### src/rtl/atm_core_param_if.sv
// atm_core_param_if: front-panel strobes in, display/status out.
// master = panel/decoder side, slave = ATM core side.
interface atm_core_param_if #(
    parameter int ACC_W = 12,
    parameter int PIN_W = 4,
    parameter int BAL_W = 16
);
    logic             card_valid;
    logic [ACC_W-1:0] acc_number;
    logic             pin_valid;
    logic [PIN_W-1:0] pin;
    logic             op_valid;
    logic [2:0]       menu_option;
    logic [BAL_W-1:0] amount;
    logic [ACC_W-1:0] dest_acc;
    logic             exit;
    logic             op_done;
    logic             error;
    logic [BAL_W-1:0] balance;
    logic             session_active;
    logic             locked;
    logic             timeout;

    modport master (
        output card_valid, acc_number, pin_valid, pin, op_valid,
        output menu_option, amount, dest_acc, exit,
        input  op_done, error, balance, session_active, locked, timeout
    );

    modport slave (
        input  card_valid, acc_number, pin_valid, pin, op_valid,
        input  menu_option, amount, dest_acc, exit,
        output op_done, error, balance, session_active, locked, timeout
    );
endinterface

### src/rtl/atm_core_param.sv
// atm_core_param: multi-account ATM core (lookup, PIN lockout, menu ops).
// Build macro ATM_SESSION_LIMIT_EN adds a per-session debit cap.
module atm_core_param #(
    parameter int NUM_ACCOUNTS   = 16,
    parameter int ACC_W          = 12,
    parameter int PIN_W          = 4,
    parameter int BAL_W          = 16,
    parameter int ACC_BASE       = 2170,
    parameter int INIT_BAL       = 1000,
    parameter int MAX_PIN_TRIES  = 3,
    parameter int TIMEOUT_CYCLES = 64,
    parameter int SESSION_LIMIT  = 1500
) (
    input logic             clk,
    input logic             rst,
    atm_core_param_if.slave bus
);
    localparam int IDX_W = $clog2(NUM_ACCOUNTS);
    localparam int TRY_W = $clog2(MAX_PIN_TRIES + 1);
    localparam int TO_W  = $clog2(TIMEOUT_CYCLES + 1);

    typedef enum logic [1:0] {IDLE, AUTH, MENU} state_t;

    state_t            state_q, state_d;
    logic [BAL_W-1:0]  bal_q   [NUM_ACCOUNTS];
    logic [TRY_W-1:0]  tries_q [NUM_ACCOUNTS];
    logic [NUM_ACCOUNTS-1:0] lock_q;
    logic [IDX_W-1:0]  cur_q;
    logic [TO_W-1:0]   tcnt_q;
    logic [BAL_W-1:0]  disp_q;
    logic done_q, err_q, locked_q, to_q;
    logic done_d, err_d, lock_d, to_d;
    logic wd_ok, xfer_ok, dep_ok;

    // Account numbers are fixed at ACC_BASE+slot; lowest match wins.
    function automatic logic [IDX_W:0] lookup(input logic [ACC_W-1:0] num);
        logic [IDX_W:0] r;
        r = '0;
        for (int i = NUM_ACCOUNTS - 1; i >= 0; i--)
            if (num == ACC_W'(ACC_BASE + i)) r = {1'b1, IDX_W'(i)};
        return r;
    endfunction

    logic             card_hit, dest_hit;
    logic [IDX_W-1:0] card_idx, dest_idx;
    logic [BAL_W-1:0] own_bal, dst_bal;
    logic [BAL_W:0]   dep_sum, xfer_sum;
    logic             funds_ok, pin_ok, lim_ok;

    assign {card_hit, card_idx} = lookup(bus.acc_number);
    assign {dest_hit, dest_idx} = lookup(bus.dest_acc);
    assign own_bal  = bal_q[cur_q];
    assign dst_bal  = bal_q[dest_idx];
    assign dep_sum  = {1'b0, own_bal} + {1'b0, bus.amount};
    assign xfer_sum = {1'b0, dst_bal} + {1'b0, bus.amount};
    assign funds_ok = bus.amount <= own_bal;
    assign pin_ok   = bus.pin == PIN_W'(cur_q);

`ifdef ATM_SESSION_LIMIT_EN
    logic [BAL_W:0]   sess_q;
    logic [BAL_W+1:0] sess_sum;
    assign sess_sum = {1'b0, sess_q} + {2'b00, bus.amount};
    assign lim_ok   = sess_sum <= (BAL_W+2)'(SESSION_LIMIT);
`else
    assign lim_ok = 1'b1;
`endif

    // State register.
    always_ff @(posedge clk or posedge rst) begin
        if (rst) state_q <= IDLE;
        else     state_q <= state_d;
    end

    // Next state, step result and which table update to perform.
    always_comb begin
        state_d = state_q;
        done_d  = 1'b0;
        err_d   = 1'b0;
        lock_d  = 1'b0;
        to_d    = 1'b0;
        wd_ok   = 1'b0;
        xfer_ok = 1'b0;
        dep_ok  = 1'b0;
        unique case (state_q)
            IDLE: begin
                if (bus.card_valid) begin
                    done_d = 1'b1;
                    if (card_hit && !lock_q[card_idx]) state_d = AUTH;
                    else                               err_d   = 1'b1;
                end
            end
            AUTH: begin
                if (bus.exit) begin
                    state_d = IDLE;
                end else if (bus.pin_valid) begin
                    done_d = 1'b1;
                    if (pin_ok) begin
                        state_d = MENU;
                    end else begin
                        err_d = 1'b1;
                        if (int'(tries_q[cur_q]) + 1 >= MAX_PIN_TRIES) begin
                            lock_d  = 1'b1;
                            state_d = IDLE;
                        end
                    end
                end
            end
            MENU: begin
                if (bus.exit) begin
                    state_d = IDLE;
                end else if (bus.op_valid) begin
                    done_d = 1'b1;
                    unique case (bus.menu_option)
                        3'b100, 3'b101: wd_ok = funds_ok && lim_ok;
                        3'b110: xfer_ok = dest_hit && dest_idx != cur_q &&
                                          !lock_q[dest_idx] && funds_ok &&
                                          !xfer_sum[BAL_W] && lim_ok;
                        3'b111: dep_ok = !dep_sum[BAL_W];
                        default: ;
                    endcase
                    err_d = !(bus.menu_option == 3'b011 ||
                              wd_ok || xfer_ok || dep_ok);
                end else if (int'(tcnt_q) >= TIMEOUT_CYCLES - 1) begin
                    to_d    = 1'b1;
                    state_d = IDLE;
                end
            end
            default: state_d = IDLE;
        endcase
    end

    // Account table: balances, PIN try counters, lock flags.
    always_ff @(posedge clk or posedge rst) begin
        if (rst) begin
            for (int i = 0; i < NUM_ACCOUNTS; i++) begin
                bal_q[i]   <= BAL_W'(INIT_BAL);
                tries_q[i] <= '0;
            end
            lock_q <= '0;
        end else begin
            if (wd_ok || xfer_ok) bal_q[cur_q]    <= own_bal - bus.amount;
            if (xfer_ok)          bal_q[dest_idx] <= xfer_sum[BAL_W-1:0];
            if (dep_ok)           bal_q[cur_q]    <= dep_sum[BAL_W-1:0];
            if (state_q == AUTH && done_d) begin
                if (!err_d) begin
                    tries_q[cur_q] <= '0;
                end else if (lock_d) begin
                    tries_q[cur_q] <= TRY_W'(MAX_PIN_TRIES);
                    lock_q[cur_q]  <= 1'b1;
                end else begin
                    tries_q[cur_q] <= tries_q[cur_q] + TRY_W'(1);
                end
            end
        end
    end

    // Session registers: active slot, display balance, idle count, pulses.
    always_ff @(posedge clk or posedge rst) begin
        if (rst) begin
            cur_q    <= '0;
            tcnt_q   <= '0;
            disp_q   <= '0;
            done_q   <= 1'b0;
            err_q    <= 1'b0;
            locked_q <= 1'b0;
            to_q     <= 1'b0;
`ifdef ATM_SESSION_LIMIT_EN
            sess_q   <= '0;
`endif
        end else begin
            done_q   <= done_d;
            err_q    <= err_d;
            locked_q <= lock_d;
            to_q     <= to_d;
            if (state_q == IDLE && state_d == AUTH) cur_q <= card_idx;
            if (state_d != MENU || state_q != MENU || bus.op_valid)
                tcnt_q <= '0;
            else
                tcnt_q <= tcnt_q + TO_W'(1);
            if (state_d != MENU)       disp_q <= '0;
            else if (state_q == AUTH)  disp_q <= own_bal;
            else if (wd_ok || xfer_ok) disp_q <= own_bal - bus.amount;
            else if (dep_ok)           disp_q <= dep_sum[BAL_W-1:0];
`ifdef ATM_SESSION_LIMIT_EN
            if (state_q != MENU)       sess_q <= '0;
            else if (wd_ok || xfer_ok) sess_q <= sess_sum[BAL_W:0];
`endif
        end
    end

    assign bus.op_done        = done_q;
    assign bus.error          = err_q;
    assign bus.balance        = disp_q;
    assign bus.session_active = state_q != IDLE;
    assign bus.locked         = locked_q;
    assign bus.timeout        = to_q;
endmodule

### src/flat_wrapper.sv
// flat-port wrapper written by rule: the top's interface ports become plain ports
module atm_core_param_flat 
#(
    parameter int NUM_ACCOUNTS   = 16,
    parameter int ACC_W          = 12,
    parameter int PIN_W          = 4,
    parameter int BAL_W          = 16,
    parameter int ACC_BASE       = 2170,
    parameter int INIT_BAL       = 1000,
    parameter int MAX_PIN_TRIES  = 3,
    parameter int TIMEOUT_CYCLES = 64,
    parameter int SESSION_LIMIT  = 1500
)
  (clk, rst, bus_card_valid, bus_acc_number, bus_pin_valid, bus_pin, bus_op_valid, bus_menu_option, bus_amount, bus_dest_acc, bus_exit, bus_op_done, bus_error, bus_balance, bus_session_active, bus_locked, bus_timeout);
  atm_core_param_if #(.ACC_W(ACC_W), .PIN_W(PIN_W), .BAL_W(BAL_W)) bus_i ();
  input logic clk;
  input logic rst;
  input wire logic [$bits(bus_i.card_valid)-1:0] bus_card_valid;
  input wire logic [$bits(bus_i.acc_number)-1:0] bus_acc_number;
  input wire logic [$bits(bus_i.pin_valid)-1:0] bus_pin_valid;
  input wire logic [$bits(bus_i.pin)-1:0] bus_pin;
  input wire logic [$bits(bus_i.op_valid)-1:0] bus_op_valid;
  input wire logic [$bits(bus_i.menu_option)-1:0] bus_menu_option;
  input wire logic [$bits(bus_i.amount)-1:0] bus_amount;
  input wire logic [$bits(bus_i.dest_acc)-1:0] bus_dest_acc;
  input wire logic [$bits(bus_i.exit)-1:0] bus_exit;
  output wire logic [$bits(bus_i.op_done)-1:0] bus_op_done;
  output wire logic [$bits(bus_i.error)-1:0] bus_error;
  output wire logic [$bits(bus_i.balance)-1:0] bus_balance;
  output wire logic [$bits(bus_i.session_active)-1:0] bus_session_active;
  output wire logic [$bits(bus_i.locked)-1:0] bus_locked;
  output wire logic [$bits(bus_i.timeout)-1:0] bus_timeout;
  assign bus_i.card_valid = bus_card_valid;
  assign bus_i.acc_number = bus_acc_number;
  assign bus_i.pin_valid = bus_pin_valid;
  assign bus_i.pin = bus_pin;
  assign bus_i.op_valid = bus_op_valid;
  assign bus_i.menu_option = bus_menu_option;
  assign bus_i.amount = bus_amount;
  assign bus_i.dest_acc = bus_dest_acc;
  assign bus_i.exit = bus_exit;
  assign bus_op_done = bus_i.op_done;
  assign bus_error = bus_i.error;
  assign bus_balance = bus_i.balance;
  assign bus_session_active = bus_i.session_active;
  assign bus_locked = bus_i.locked;
  assign bus_timeout = bus_i.timeout;
  atm_core_param #(.NUM_ACCOUNTS(NUM_ACCOUNTS), .ACC_W(ACC_W), .PIN_W(PIN_W), .BAL_W(BAL_W), .ACC_BASE(ACC_BASE), .INIT_BAL(INIT_BAL), .MAX_PIN_TRIES(MAX_PIN_TRIES), .TIMEOUT_CYCLES(TIMEOUT_CYCLES), .SESSION_LIMIT(SESSION_LIMIT)) u_core (.clk(clk), .rst(rst), .bus(bus_i));
endmodule
### config.mk
export PLATFORM = sky130hd
export DESIGN_NAME = atm_core_param_flat
export DESIGN_NICKNAME = d
export VERILOG_FILES = /design/src/rtl/atm_core_param_if.sv /design/src/rtl/atm_core_param.sv /design/src/flat_wrapper.sv
export SDC_FILE = /design/constraint.sdc
export NUM_CORES = 2
export LEC_CHECK = 0
export BUFFER_PORTS_ARGS = -buffer_cell sky130_fd_sc_hd__buf_2
export CAP_MARGIN = 10
export CORE_MARGIN = 3
export CORE_UTILIZATION = 40
export DETAILED_ROUTE_END_ITERATION = 6
export GPL_TIMING_DRIVEN = 0
export SLEW_MARGIN = 20
export SYNTH_ARGS = -nofsm -noshare
export SYNTH_HDL_FRONTEND = slang
export SYNTH_SLANG_ARGS = --single-unit
### constraint.sdc
create_clock -name clk -period 12.1 [get_ports clk]
set_clock_uncertainty 0.1 [all_clocks]
set_input_delay 1.815 -clock clk [delete_from_list [all_inputs] [get_ports clk]]
set_output_delay 1.815 -clock clk [all_outputs]
set_load 0.005 [all_outputs]
==> flow_summary_export.csv <==
group,metric,value,unit
synthesis,synthAdderAreaFrac,2.86,%
placement,dp_hpwl,84.6,mm
die,die_area,63800,sq um
global_routing,grt_overflow,0,
synthesis,synthXorXnorAreaFrac,1.87,%
synthesis,synth_ff_type,"dfrtp_1",
global_routing,grt_max_degree,104,
outcome,outcome,"finished with violations",
synthesis,postSynthCellCount,2374,
synthesis,syn_area_per_cell,10.2,sq um
clock_tree,ctsResizeCount,0,
cells_and_area,fin_area,27300,sq um
timing,rsz0062_at_grt,"no",
timing,worst_pin_slew,1.26,ns
cells_and_area,area_growth,12.1,%
clock_tree,cts_root_buf,"clkbuf_16",
hold_path,hp-class,"reg -> reg",
timing,max_slew_margin,15.7,%
setup_path,critPathLaunchType,"input pin",
die,die_w,253,um
setup_path,r2r_slack,2.00,ns
detailed_routing,vias_per_cell,7.05,
die,core_area,59600,sq um
synthesis,synth-simple-area-share,9.13,%
clock_tree,holdBufCountCts,0,
cells_and_area,seq_area,8550,sq um
power_and_ir_drop,powerDensity,99.5,nW/um^2
detailed_routing,wl,114,mm
setup_path,critPathMostFrequentCell,"clkbuf_1",
clock_tree,clk_pin_slew,0.06,ns
clock_tree,clk_latency,0.62,ns
placement,gp_congestion,1.03,
timing,hold_viol_final,0,
synthesis,synth-edff-count,0,
setup_path,timing.rr.end,"u_core.bal_q[203]",
clock_tree,postCtsSetupBuffers,0,
global_routing,first_global_vias,22600,
timing,fin_setup_tns,0,ns
placement,detailed_place.area,25800,sq um
setup_path,setup.worst_path.start,"bus_dest_acc[9]",
detailed_routing,drc,2,
placement,port_buffers,70,
setup_path,path_class,"in -> reg",
detailed_routing,dr.pass1.iters,7,
setup_path,crit_path_end,"u_core.bal_q[134]",
setup_path,cp_data_arrival_time,10.89,ns
timing,period_share,86.3,%
timing,period_needed,10.44,ns
global_routing,grt_first_pass_wirelength,162,mm
detailed_routing,drt_iter0_markers,3010,
global_routing,antenna_found_initial,2,
clock_tree,numCtsBuffers,43,
die,ios,74,
clock_tree,clock_path_buffers,3,
setup_path,reg2reg_depth,21,
power_and_ir_drop,total_power,2.72,mW
clock_tree,cts_tree,"yes",
detailed_routing,vias,23300,
setup_path,crit_path_max_fanout,10,
power_and_ir_drop,vdd_drop_max,84.9,uV
synthesis,synth_area,24300,sq um
timing,fmax,0.0958,GHz
clock_tree,htreeDepth,2,
die,start_util,40.8,%
setup_path,crit_chain,"buf_2 -> nor4b_2 -> clkbuf_1 -> and3_1 -> clkbuf_1 -> buf_2 -> mux4_2 -> o22ai_1 -> nor2_1 -> ha_1 -> inv_1 -> fa_1 -> nor2b_1 -> o31a_1 -> o211ai_1 -> o21ai_0 -> a32o_1 -> buf_4 -> nor4_2 -> nand4_1 -> and2_1 -> clkbuf_1 -> clkbuf_1 -> a21oi_1",
die,die_h,253,um
setup_path,cp-end-kind,"flip-flop",
global_routing,grt.total_usage,35.2,%
synthesis,synth_compound_area_share,20.8,%
clock_tree,clock_sinks,337,
setup_path,r2r-start,"u_core.cur_q[0]",
synthesis,ys_types,92,
detailed_routing,ant_nets,0,
setup_path,cp_slowest_stage_delay,0.83,ns
detailed_routing,wl_per_cell,34.6,um
cells_and_area,drive_gt1_share,20.6,%
synthesis,synthMuxAreaShare,25.2,%
cells_and_area,nFillCells,5636,
synthesis,ys_ff_latch,337,
synthesis,synth_top_family_by_area,"multiplexers",
setup_path,critPathRequiredTime,12.55,ns
synthesis,seq_area_frac_synth,35.2,%
cells_and_area,multi_input_area,14600,sq um
hold_path,min-delay-start,"u_core.lock_q[12]",
synthesis,yosysWarnings,0,
die,fp-row-count,89,
timing,slew_viol_final,0,
outcome,violations,"design-rule violations",
synthesis,syn_nets,2480,
cells_and_area,finish.net_count,2601,
timing,finalSetupViolCount,0,
flow_run,cap_viol_max_count,0,
power_and_ir_drop,leakagePower,11.0,nW
setup_path,cpMaxStageDelayCell,"nor4b_2",
synthesis,async_flop_share,100,%
-- cells in the final DEF, fill, tap and decap left out, types with 73 or more instances in the layout --
cell type  netlist  layout
a21oi_1        283     281
o22ai_1        276     276
mux2i_1        249     249
dfrtp_1        241     241
clkbuf_1       154     161
mux4_2         156     156
nor2_1         110     109
buf_2           28     107
dfstp_2         96      96
nand3_1         77      77
o21ai_0         73      73
-- worst min-delay path by stage --
stage	endpoint	depth (start not counted)
after floorplan	u_core.lock_q[7]	1
after global placement	u_core.lock_q[13]	1
after detailed placement	u_core.lock_q[12]	1
after CTS	u_core.lock_q[12]	1
after global routing	u_core.lock_q[0]	1
final	u_core.lock_q[12]	1
-- final cells by class --
type	instances	share of cell area (%)
antenna	2	0.0183
buffer	228	3.76
clock buffer	63	4.55
clock inverter	17	0.665
inverter	54	0.770
multi-input combinational	1755	53.6
sequential	337	31.4
tap	773	3.55
timing repair buffer	76	1.70
-- power breakdown --
part	leakage [nW]	switching, mW	total [mW]	internal (mW)
clock network	0.698	0.577	1.34	0.762
registers	4.31	0.00398	1.14	1.14
logic	5.95	0.178	0.238	0.0597
-- flip-flops by register name, indices dropped and copies added (netlist names) --
name and count:
u_core.bal_q 256, u_core.tries_q 32, u_core.bus.balance 16, u_core.lock_q 16
u_core.tcnt_q 7, u_core.cur_q 4, u_core.state_q 2, u_core.bus.error 1
u_core.bus.locked 1, u_core.bus.op_done 1, u_core.bus.timeout 1
-- worst max-delay path: cells and delay by family --
kind	cells	cell delay, ns
buffers and inverters	8	2.88
and+or+nand+nor	7	3.05
adders and majority gates	2	0.46
muxes	1	0.59
AOI/OAI and AO/OA	6	2.04
-- metrics by stage --
step	util, %	worst slack [ns]	hold WS [ns]	cells
after CTS	45.7	2.08	0.384	3301
final	45.8	1.66	0.387	3305
after global routing	45.8	1.56	0.409	3304
after global placement	43.0	-3.68	0.360	3217
after floorplan	-	1.01	0.341	2374
after detailed placement	43.3	1.48	0.370	3221
-- kinds of logic (layout without fill, tap and decap cells) --
logic type	Yosys count	after routing
buffers and inverters	282	438
and+or+nand+nor	416	416
AOI/OAI and AO/OA	817	817
other	1	3
DFF	337	337
adders and majority gates	54	54
xor gates and xnor gates	52	52
muxes	415	415
-- synth_stat cells (23+ instances only) --
master      n  area, sq um
inv_1      53          199
dfrtp_1   241         6030
ha_1       50          626
dfstp_2    96         2520
a21oi_1   283         1420
a21o_1     48          360
o22ai_1   276         1730
nand3_1    77          385
nor3_1     27          135
xnor2_1    38          333
buf_2      28          140
mux4_2    156         3510
o21ai_0    73          365
nor2_1    110          413
nand2_1    64          240
and2_1     23          144
buf_1      26         97.6
mux2i_1   249         2490
clkbuf_1  154          578
-- metal layers --
layer | up-vias | wire [um] | global-route usage (%)
met5 | - | 175 | 0
met4 | 7 | 6560 | 16.9
met3 | 361 | 14400 | 11.7
met2 | 1690 | 48600 | 51.6
met1 | 11800 | 44500 | 47.0
li1 | 9483 | - | -
Power figures use the tool's default switching activity.
